### src/rtl/reservoir_pkg.sv
// reservoir_pkg: FSM state encoding plus the bipolar-input and clip helpers shared by the reservoir files.
package reservoir_pkg;
  typedef logic [0:0] state_t;
  localparam state_t IDLE = 1'b0;
  localparam state_t STEP = 1'b1;

  function automatic int bipolar(input logic b);
    return b ? 1 : -1;
  endfunction

  function automatic int clipVal(input int v, input int c);
    return v > c ? c : (v < -c ? -c : v);
  endfunction
endpackage

### src/rtl/reservoir_cell.sv
// reservoir_cell: one reservoir cell, x' = f(neighbour + bipolar(bit)), clipped with RESERVOIR_SAT_EN or wrapped otherwise.
module reservoir_cell
  import reservoir_pkg::*;
#(
  parameter int DATA_WIDTH = 3,
  parameter int CLIP = 3
) (
  input  logic                         iClk,
  input  logic                         iRst_n,
  input  logic                         iEn,
  input  logic                         iClear,
  input  logic                         iUpd,
  input  logic                         iBit,
  input  logic signed [DATA_WIDTH-1:0] iNeigh,
  output logic signed [DATA_WIDTH-1:0] oState
);
  logic signed [DATA_WIDTH:0] sum;
  logic signed [DATA_WIDTH-1:0] nextState;
  // one guard bit keeps the sum exact before saturation or wrap
  assign sum = {iNeigh[DATA_WIDTH-1], iNeigh} + (DATA_WIDTH+1)'(bipolar(iBit));
`ifdef RESERVOIR_SAT_EN
  assign nextState = DATA_WIDTH'(clipVal(int'(sum), CLIP));
`else
  assign nextState = DATA_WIDTH'(sum);
`endif
  always_ff @(posedge iClk or negedge iRst_n)
    if (!iRst_n) oState <= '0;
    else if (iEn) oState <= iClear ? '0 : (iUpd ? nextState : oState);
endmodule

### src/rtl/reservoir_core.sv
// reservoir_core: ring of reservoir cells stepped once per accepted word through an IDLE/STEP handshake.
// Define RESERVOIR_SAT_EN to clip cell states to [-CLIP, +CLIP] instead of two's-complement wrap.
module reservoir_core
  import reservoir_pkg::*;
#(
  parameter int RES_SIZE = 3,
  parameter int DATA_WIDTH = 3,
  parameter int CLIP = 3,
  parameter int WASHOUT = 0
) (
  input  logic                           iClk,
  input  logic                           iRst_n,
  input  logic                           iEn,
  input  logic                           iClear,
  input  logic                           iValid,
  input  logic [RES_SIZE-1:0]            iWord,
  output logic                           oReady,
  output logic [DATA_WIDTH*RES_SIZE-1:0] oOut,
  output logic                           oValid,
  output logic                           oWashDone
);
  localparam int CW = $clog2(WASHOUT + 2);
  state_t state;
  logic [RES_SIZE-1:0] word;
  logic [CW-1:0] washCnt;
  logic accept, step;
  logic signed [DATA_WIDTH-1:0] cellState [RES_SIZE];
  assign oReady = state == IDLE;
  assign accept = iEn && iValid && oReady && !iClear;
  assign step = iEn && state == STEP && !iClear;
  assign oWashDone = washCnt == CW'(WASHOUT);
  always_ff @(posedge iClk or negedge iRst_n)
    if (!iRst_n) begin
      state <= IDLE;
      word <= '0;
      washCnt <= '0;
      oValid <= 1'b0;
    end else if (iEn) begin
      state <= iClear ? IDLE : (accept ? STEP : (step ? IDLE : state));
      word <= accept ? iWord : (iClear ? '0 : word);
      washCnt <= iClear ? '0 : (step && !oWashDone ? washCnt + CW'(1) : washCnt);
      oValid <= step && oWashDone;
    end
  // cell 0 closes the ring from the last cell
  for (genvar i = 0; i < RES_SIZE; i++) begin : g_cell
    reservoir_cell #(.DATA_WIDTH(DATA_WIDTH), .CLIP(CLIP)) uCell (
      .iClk(iClk),
      .iRst_n(iRst_n),
      .iEn(iEn),
      .iClear(iClear),
      .iUpd(step),
      .iBit(word[i]),
      .iNeigh(cellState[(i + RES_SIZE - 1) % RES_SIZE]),
      .oState(cellState[i])
    );
    assign oOut[i*DATA_WIDTH +: DATA_WIDTH] = cellState[i];
  end
endmodule
### config.mk
export PLATFORM = sky130hd
export DESIGN_NAME = reservoir_core
export DESIGN_NICKNAME = d
export VERILOG_FILES = /design/src/rtl/reservoir_pkg.sv /design/src/rtl/reservoir_cell.sv /design/src/rtl/reservoir_core.sv
export SDC_FILE = /design/constraint.sdc
export NUM_CORES = 1
export LEC_CHECK = 0
export CORE_AREA = 10 10 51 53
export CTS_CLUSTER_DIAMETER = 150
export DETAILED_ROUTE_END_ITERATION = 7
export DIE_AREA = 0 0 61 63
export PLACE_DENSITY_LB_ADDON = 0.1
export SYNTH_ARGS = -nofsm -noshare
export SYNTH_HDL_FRONTEND = slang
export SYNTH_SLANG_ARGS = --single-unit
### constraint.sdc
create_clock -name iClk -period 2.3 [get_ports iClk]
set_clock_uncertainty 0.15 [all_clocks]
set_input_delay 0.46 -clock iClk [delete_from_list [all_inputs] [get_ports iClk]]
set_output_delay 0.46 -clock iClk [all_outputs]
set_load 0.01 [all_outputs]
* Word-level counts from Yosys, hierarchy flattened
Index checks and enable logic that the tools add are counted.
Widths: inputs -> output; s select.
** Word-level totals
- Register bits after elaboration :: 15
- Input port bits :: 8
- Output and inout port bits :: 12
- Logic and storage cells :: 45
** Operators by class
- $add $sub $neg :: 4
- Mux-type cells :: 16
- Bitwise gates (word level) :: 2
- Reduce and logical (&&, ||, !) cells :: 16
** Operators with widths (number)
- $mux 3 :: 11
- $add 3x3->3 :: 3
- $reduce_and 2->1 :: 4
- $logic_and 1x1->1 :: 7
- $reduce_bool 2->1 :: 3
- $mux 1 :: 5
- $reduce_bool 3->1 :: 1
- $not 1->1 :: 2
- $add 1x1->1 const B :: 1
- $logic_not 1->1 :: 1

* Longest topological paths before layout
- Depth in word-level cells :: 5
- Gate-level depth with buffers :: 5
- Mapped depth without buffers :: 5

* Modules after synthesis
From an unflattened synthesis, not the netlist that was laid out.
** Second synthesis, totals
- Cells, all modules :: 76
- Area, all modules :: 832.0 um^2
** By module, submodules not included
- reservoir_cell :: times used 3, cells each 18, area an instance 187.7 um^2, sequential area each 75.1 um^2
- reservoir_core :: times used 1, cells each 22, area an instance 269.0 um^2, sequential area each 150.1 um^2

* Worst setup path after synthesis
Ideal clock, no wire load.
- Path type :: reg-to-reg
- Start point :: reg g_cell[2].uCell.oState[0]
- End point :: reg g_cell[0].uCell.oState[2]
- Arrival :: 1.293 ns
- Required time :: 2.031 ns
- Path slack :: 0.738 ns
- Stages on the path, launching flop included :: 6
- Buffers on the path :: 0
- Cells stage by stage :: dfrtp_1 inv_1 fa_1 xnor2_1 xnor2_1 o21ai_2
** Between the ends
- Longest elaborated chain between the ends :: 3
** RTL lines
- start: declaration :: RTL line reservoir_cell.sv:15 : output logic signed [DATA_WIDTH-1:0] oState
- start signal: assignment :: RTL line reservoir_cell.sv:28 : else if (iEn) oState <= iClear ? '0 : (iUpd ? nextState : oState);
- $add 3x3->3 :: RTL line reservoir_cell.sv:20 : assign sum = {iNeigh[DATA_WIDTH-1], iNeigh} + (DATA_WIDTH+1)'(bipolar(iBit));
- $mux 3 (2 in series) :: RTL line reservoir_cell.sv:28
- end signal: assignment :: RTL line reservoir_cell.sv:28
- end: declaration :: RTL line reservoir_cell.sv:15
Every way passes these cells. The select of a mux whose other input is x is not followed.
A chain may end at the register's enable or synchronous reset.

* Worst setup path in the final report
- Start point :: reg state
- End point :: out oReady
** Between the ends
- Longest elaborated chain between the ends :: 1
** RTL lines
- start: declaration :: RTL line reservoir_core.sv:23 : state_t state;
- start signal: assignment :: RTL line reservoir_core.sv:39 : state <= iClear ? IDLE : (accept ? STEP : (step ? IDLE : state));
- $not 1->1 :: RTL line reservoir_core.sv:28 : assign oReady = state == IDLE;
- end: declaration :: RTL line reservoir_core.sv:17 : output logic oReady,
Every way passes these cells.

==> run_results.csv <==
group,metric,value,unit
global_route,met3_usage,3.46,%
global_route,antenna_found_initial,0,
floorplanning,die_h,63,um
yosys,synth_top_area_share,47.6,%
yosys,syn_nets,83,
clock_network,postCtsSetupBuffers,0,
power_and_ir_drop,leakage,0.430,nW
sta,setup_tns,0,ps
global_route,grt_usage,8.51,%
power_and_ir_drop,p_per_area,686,nW/um^2
sta,hold_slack,321,ps
final_layout,diodes,0,
worst_hold_path,worstHoldPathCells,1,
power_and_ir_drop,total_power,698,uW
yosys,synth.distinct_cells,15,
clock_network,clk_path_buf_depth,2,
clock_network,path_clk_slew,90,ps
placed_design,gp_congestion,0.760,
global_route,grt_pass1_vias,591,
global_route,top_usage_layer,"met2",
setup_path,rr_worst_depth,5,
setup_path,endpoint_kind,"primary output",
yosys,synth_top_cell_by_area,"dfrtp_1",
power_and_ir_drop,ir_drop,0.000395,V
yosys,syn_area_per_cell,10.9,sq um
yosys,ys_ff_latch,15,
global_route,grt_max_degree,16,
global_route,grt_overflow_total,0,
final_layout,fin_cells,112,
sta,max_freq,513,MHz
routing,routed_wirelength,1510,um
yosys,synthesis.instances,72,
clock_network,numCtsBuffers,3,
sta,drv_slew,0,
setup_path,critPathLaunchType,"flip-flop",
floorplanning,start_util,47.7,%
routing,drtIter0Drc,5,
setup_path,worstPathMaxFanout,6,
yosys,async_flop_share,100,%
routing,vias,546,
floorplanning,die_w,61,um
floorplanning,core,1650,sq um
clock_network,cts_resized,0,
clock_network,cts_root_buf,"clkbuf_4",
setup_path,arrival,1340,ps
sta,max_slew_margin,55.0,%
setup_path,cpPeakStageDelay,530,ps
floorplanning,io_pins,20,
yosys,synth_most_common_cell,"dfrtp_1",
sta,period_share,84.7,%
routing,first_pass_iters,5,
global_route,grt_pass1_wl,2600,um
final_layout,drive_above_1_share,21.1,%
clock_network,cts_sinks,15,
worst_hold_path,hp-class,"reg -> reg",
yosys,synth.area.top_cells,"dfrtp_1, o21ai_2, fa_1, xnor2_1, inv_1",
clock_network,clk_latency,280,ps
placed_design,place_hpwl,1180,um
sta,setup_slack,351,ps
setup_path,crit_type,"reg -> out",
sta,rsz0062_at_grt,"no",
yosys,synth_warnings,0,
global_route,grt.met1_usage,11.1,%
placed_design,placedCellCount,108,
clock_network,cts_tree,"done",
routing,routedWlPerCell,13.4,um
sta,finalHoldViolCount,0,
routing,vias_per_cell,4.88,
final_layout,final_nets,107,
yosys,ys_seq_area_share,47.6,%
routing,drtAntennaViolNets,0,
floorplanning,die-area,3840,sq um
clock_network,h-tree-depth,1,
yosys,synth-main-ff-cell,"dfrtp_1",
yosys,synth_common_cells,"dfrtp_1, inv_1, o21ai_2",
yosys,synth-edff-count,0,
placed_design,io_buffers,19,
sta,tightest_slew,673,ps
clock_network,ctsHoldBuffers,0,
final_layout,area_growth,29.2,%
sta,fin_crit,1950,ps
run_status,status,"complete, no violations",
routing,drc,0,
placed_design,post-place-ws,389,ps
setup_path,crit_slowest_cell,"clkdlybuf4s50_1",
yosys,synth.cell_area,788,sq um
setup_path,worstPathCellList,"inv_2, clkdlybuf4s50_1",
floorplanning,rows,15,
final_layout,fillers,141,
setup_path,crit_required,1690,ps
run,max-cap-violations,0,
sta,setup_viol,0,
global_route,gr-usage-met2,12.0,%
placed cells by master (no fill, tap or decap):
cell / netlist / final
fa_1: 3 / 3
and2_1: 1 / 1
inv_1: 11 / 11
inv_2: 1 / 1
and4b_2: 3 / 3
nand2b_1: 2 / 2
clkbuf_1: 0 / 1
buf_4: 0 / 2
or2_1: 1 / 1
nand2_1: 9 / 9
xnor2_1: 6 / 6
o22ai_1: 4 / 4
o22ai_2: 1 / 1
o21ai_2: 10 / 10
clkbuf_4: 0 / 3
clkdlybuf4s50_1: 0 / 19
dfrtp_1: 15 / 15
a21oi_1: 3 / 3
cells by family after synthesis:
logic type,share of synthesized area [%]
buffers and inverters,8.57
AO/OA/AOI/OAI,17.8
XOR/XNOR,6.67
AND/OR/NAND/NOR,11.7
adder cells (fa/ha/maj),7.62
flip-flops,47.6
sequential cells by signal (all words and copies together) (netlist names):
signal	cells
g_cell.uCell.oState	9
washCnt	1
oValid	1
state	1
word	3
critical path: cells and delay by family, from the launching register on:
family | cells | cell delay, ps
flops | 1 | 440
buf+inv | 2 | 610
layer usage:
layer	part of all wire (%)	vias up
met5	0	-
met4	0	0
met3	8.6	0
met2	45	15
met1	46	250
li1	-	281
path summary, 6_finish.rpt:
path | end | startpoint | slack (ps)
worst max-delay path | oReady | state$_DFFE_PN0P_ | 350
worst min-delay path | oValid$_DFFE_PN0P_ | washCnt$_DFFE_PN0P_ | 320
worst max register to register | g_cell[2].uCell.oState[2]$_DFFE_PN0P_ | g_cell[1].uCell.oState[0]$_DFFE_PN0P_ | 670
worst min register to register | oValid$_DFFE_PN0P_ | washCnt$_DFFE_PN0P_ | 320
max in group asynchronous | word[1]$_DFFE_PN0P_ | iRst_n | 1140
min in group asynchronous | g_cell[0].uCell.oState[1]$_DFFE_PN0P_ | iRst_n | 430
final cells by class:
type                            count  area (sq um)  share of cell area, %
Inverter                           12          45.0                   4.42
Timing Repair Buffer               21           205                   20.1
Clock buffer                        4          26.3                   2.58
Multi-Input combinational cell     43           345                   33.9
Tap cell                           17          21.3                   2.09
Sequential cell                    15           375                   36.9
power breakdown:
| part | internal [mW] | switching, mW | leakage, nW | total, mW |
|---|---|---|---|---|
| Combinational | 0.119 | 0.103 | 0.214 | 0.222 |
| Clock | 0.0673 | 0.0855 | 0.0150 | 0.153 |
| Sequential | 0.294 | 0.0297 | 0.201 | 0.324 |
| Total | 0.480 | 0.218 | 0.430 | 0.698 |
through the flow:
stage               instance area, sq um  utilization (%)
floorplan                            788                -
global placement                     992             60.1
detailed placement                   992             60.1
CTS                                 1020             61.7
global route                        1020             61.7
finish                              1020             61.7
Power figures use the tool's default switching activity.
==> variant 1: new RTL, same flow settings <==
`DATA_WIDTH` is set to 3 in 2 places; all go to 2.
--- a/src/rtl/reservoir_cell.sv
+++ b/src/rtl/reservoir_cell.sv
@@ -4,3 +4,3 @@
 #(
-  parameter int DATA_WIDTH = 3,
+  parameter int DATA_WIDTH = 2,
   parameter int CLIP = 3
--- a/src/rtl/reservoir_core.sv
+++ b/src/rtl/reservoir_core.sv
@@ -6,3 +6,3 @@
   parameter int RES_SIZE = 3,
-  parameter int DATA_WIDTH = 3,
+  parameter int DATA_WIDTH = 2,
   parameter int CLIP = 3,
Interface: changed (resized oOut); port bits go from 20 to 17. The function was not compared with the original's and may differ.
==> variant 1 against the original RTL <==
Power down 19%; first-iteration DRC count is the same; global-route usage fell by 0.61 points; via count decreased by 19%; die area stayed put; synthesized cell count fell by 36%; wire length decreased by 8.8%; design area fell by 21%; sequential cell count decreased by 3; combinational power shrank 40%; worst setup slack got worse by 0.036 ns; area after synthesis shrank 25%; sequential power decreased by 20%; critical path type unchanged; highest routed layer is now met4.
==> variant 1: results (changes against the original RTL) <==
[outcome]
status = complete, no violations

[routing]
postRouteWirelength_um = 1370  ; -8.8%
wl_per_cell_um = 17.0  ; +26%
dr.pass1.iters = 4  ; -1
vias = 443  ; -19%
wl_met3_um = 149  ; +16%
wirelength_met1_um = 619  ; -11%
dr_wl_met2_um = 596  ; -12%
top_layer = met4

[place]
gp_congestion = 0.711  ; -6.4%
dp_hpwl_um = 1010  ; -14%
dp.cells = 77  ; -29%

[timing]
max_slew_margin_pct = 63.8  ; +8.8 points
fin_hold_ws_ns = 0.328  ; +0.00686 ns

[logic_synthesis]
ys_seq_elements = 12  ; -3
ys_seq_area_share_pct = 50.6  ; +3.0 points
ys_types = 16  ; +1
ys_top_cells_by_area = dfrtp_1 51%, xnor3_1 11%, o2bb2ai_1 5.9%
synthTopCellsByCount = 12 x dfrtp_1, 4 x nand2b_1, 4 x o2bb2ai_1
syn_nets = 54  ; -35%
syn_avg_cell_area_um2 = 12.9  ; +18%

[pwr]
netSwitchingPower_mw = 0.147  ; -33%
p_leak_nw = 0.337  ; -22%

[worst_setup_path]
cp.arrival_ns = 1.37  ; +0.03 ns
path_max_fanout = 8  ; +2
r2r_slack_ns = 1.04  ; +0.37 ns

[layout]
multi_input_area_share_pct = 33.9  ; about the same
multi_input_cells = 29  ; -33%
buf_share_pct = 20.0  ; -0.15 points
fillers = 161  ; +14%
reg.largest.list = g_cell.uCell.oState (6), word (3)
final_layout_size_suffix_gt1_share_pct = 7.81  ; -13 points
seqCellArea_um2 = 300  ; -20%
final-clk-cell-share_pct = 4.53  ; +2.0 points

[global_route]
grt_use_total_pct = 7.90  ; -0.61 points
grt_pass1_vias = 497  ; -16%
grt_first_pass_wirelength_um = 2350  ; -9.8%

[clock_network]
clock_latency_ns = 0.27

==> variant 1: cell count changes after synthesis, sizes merged, moves of 4 or more <==
cell / change
o21ai: -9
xnor2: -6
o2bb2ai: +4
o22ai: -4
nand2: -9
inv: -9
==> variant 1: kinds of logic after synthesis <==
family | share of synthesized area (%)
flip-flops | 50.6
AO/OA/AOI/OAI | 17.3
AND/OR/NAND/NOR | 17.1
XOR/XNOR | 11.4
buffers and inverters | 3.59
==> variant 1: final timing paths <==
| check | start | to | cells past startpoint |
|---|---|---|---|
| worst max register to register | g_cell[1].uCell.oState[0] | g_cell[2].uCell.oState[1] | 2 |
| min in group asynchronous | iRst_n | word[2] | 1 |
| worst min-delay path | washCnt | oValid | 1 |
| worst min register to register | washCnt | oValid | 1 |
| worst max-delay path | state | oReady | 2 |
| max in group asynchronous | iRst_n | g_cell[2].uCell.oState[1] | 1 |
==> variant 1: power by group through the flow <==
stage	clock network, mW	registers, mW	logic [mW]
after floorplan	0	0.263	0.0721
after global placement	0	0.263	0.136
after detailed placement	0	0.264	0.135
after CTS	0.177	0.260	0.136
after global routing	0.187	0.263	0.147
final	0.172	0.259	0.134
==> variant 1: metrics by stage <==
stage | cell area, um2 | setup slack [ns]
2_1_floorplan | 593 | 1.03
3_3_place_gp | 764 | 0.440
3_5_place_dp | 764 | 0.415
4_1_cts | 801 | 0.291
5_1_grt | 801 | 0.246
6_report | 801 | 0.315
==> variant 1: routing by layer <==
layer	GRT usage (%)	vias to the layer above
met4	1.65	0
met5	0	-
met3	6.30	2
li1	-	209
met2	11.2	13
met1	9.03	219
==> variant 2: new RTL, config.mk and constraints unchanged <==
Made on the original files. Reset style: synchronous (`iRst_n`), changed in 2 clocked blocks.
--- a/src/rtl/reservoir_cell.sv
+++ b/src/rtl/reservoir_cell.sv
@@ -25,3 +25,3 @@
 `endif
-  always_ff @(posedge iClk or negedge iRst_n)
+  always_ff @(posedge iClk)
     if (!iRst_n) oState <= '0;
--- a/src/rtl/reservoir_core.sv
+++ b/src/rtl/reservoir_core.sv
@@ -31,3 +31,3 @@
   assign oWashDone = washCnt == CW'(WASHOUT);
-  always_ff @(posedge iClk or negedge iRst_n)
+  always_ff @(posedge iClk)
     if (!iRst_n) begin
Formal check against the unedited RTL: differs if iRst_n is asserted again (counterexample within 4 cycles, from zero or initial values and one cycle with iRst_n low); with iRst_n held inactive, the same outputs for 10 cycles.
==> variant 2 against the original RTL <==
Count of clock-buffer cells in the layout is the same; worst setup slack gained 0.018 ns; area after synthesis shrank 4.3%; sequential share of layout area shrank 6.1 points; register-to-register slack gained 0.07 ns; wire length grew 8.5%; design area shrank 4.1%; sequential cell count is the same.
Power is not compared: it rests on default switching activity, and its combinational part moved more than twofold at a synthesized area within 25%.
==> variant 2: results (changes against the original RTL) <==
[timing]
tns_ns = 0  ; unchanged
fin_hold_ws_ns = 0.327  ; +0.00640 ns
max_slew_margin_pct = 72.0  ; +17 points

[logic_synthesis]
ys_top_cells_by_area = dfxtp_1 40%, fa_1 8.0%, and4bb_2 5.0%
ys_types = 21  ; +6
ys_seq_area_share_pct = 39.8  ; -7.8 points
yosys_warnings = 0  ; unchanged
async_flop_share_pct = 0  ; -100 points
syn_nets = 92  ; +11%
synthTopCellsByCount = 15 x dfxtp_1, 10 x inv_1, 9 x nand2_1

[routing]
vias = 596  ; +9.2%
dr.pass1.iters = 4  ; -1
drt_iter0_drc = 8  ; +3
wl_per_cell_um = 13.7  ; +2.1%

[place]
dp_hpwl_um = 1260  ; +6.7%
port_buffers = 19  ; unchanged
gp_congestion = 0.751  ; -1.1%

[clock_network]
clk_path_buf_depth = 2  ; unchanged
root_buffer = clkbuf_4
postCtsSetupBuffers = 0  ; unchanged
clock_latency_ns = 0.28  ; about the same
cts_resized = 0  ; unchanged
tritoncts = built
path_clk_slew_ns = 0.09  ; about the same
htreeDepth = 1  ; unchanged
cts_made_buffers = 3  ; unchanged

[global_route]
antenna_found_initial = 0  ; unchanged
grt_max_degree = 13  ; -3
grt_use_total_pct = 9.14  ; +0.63 points
grt_pass1_vias = 643  ; +8.8%
grt_first_pass_wirelength_um = 2830  ; +8.8%

[layout]
nNetsFinal = 114  ; +6.5%
diodes = 0  ; unchanged
reg.largest.list = g_cell.uCell.oState (9), word (3)
fillers = 158  ; +12%
final_layout_size_suffix_gt1_share_pct = 11.8  ; -9.3 points

[pwr]
ir_drop_uv = 309
p_leak_nw = 0.373

[worst_setup_path]
r2r_slack_ns = 0.74  ; +0.07 ns
path_max_fanout = 8  ; +2

[min_path]
worstHoldPathType = reg2reg

[outcome]
status = complete, no violations

[variant 2: logic make-up (layout without fill, tap and decap cells)]
group / after synthesis / after routing / synth area share, %
adder cells (fa/ha/maj): 3 / 3 / 7.96
AO/OA/AOI/OAI: 15 / 15 / 13.4
XOR/XNOR: 6 / 6 / 6.97
buffers and inverters: 12 / 33 / 6.97
flip-flops: 15 / 15 / 39.8
AND/OR/NAND/NOR: 30 / 30 / 24.9
[variant 2: final cells by class]
| cell class | instances | area share, % |
|---|---|---|
| clock buffers | 4 | 2.69 |
| inverters | 10 | 3.84 |
| flip-flops and latches | 15 | 30.7 |
| multi-input cells | 54 | 41.1 |
| well taps | 17 | 2.18 |
| repair buffers | 19 | 19.5 |
[variant 2: critical path, cell delays in order (launching register included)]
cell	delay (ns)
dfxtp_1	0.50
inv_1	0.07
clkdlybuf4s50_1	0.48
[variant 2: power by group]
| part | leakage [nW] | total [mW] | internal (mW) | switching, mW |
|---|---|---|---|---|
| Combinational | 0.237 | 0.0541 | 0.0285 | 0.0256 |
| Sequential | 0.121 | 0.270 | 0.264 | 0.00593 |
| Clock | 0.0150 | 0.150 | 0.0672 | 0.0828 |
[variant 2: path summary, 6_finish.rpt]
| kind | startpoint | end | depth (start not counted) |
|---|---|---|---|
| max | state | oReady | 2 |
| min reg2reg | g_cell[0].uCell.oState[1] | g_cell[0].uCell.oState[1] | 2 |
| max reg2reg | g_cell[1].uCell.oState[0] | g_cell[2].uCell.oState[2] | 5 |
| min | g_cell[0].uCell.oState[1] | g_cell[0].uCell.oState[1] | 2 |
[variant 2: layer usage]
metal | GRT usage [%] | wire (um) | vias to the layer above
met5 | 0 | 0 | -
met4 | 4.12 | 13 | 0
met3 | 3.05 | 109 | 2
met2 | 14.5 | 795 | 14
met1 | 10.5 | 716 | 272
li1 | - | - | 308
[variant 2: metrics by stage]
stage	setup slack (ns)	std cells	instance area [um2]
floorplan	0.784	81	754
global placement	0.463	115	951
detailed placement	0.390	115	951
CTS	0.336	119	977
global route	0.272	119	977
finish	0.369	119	977
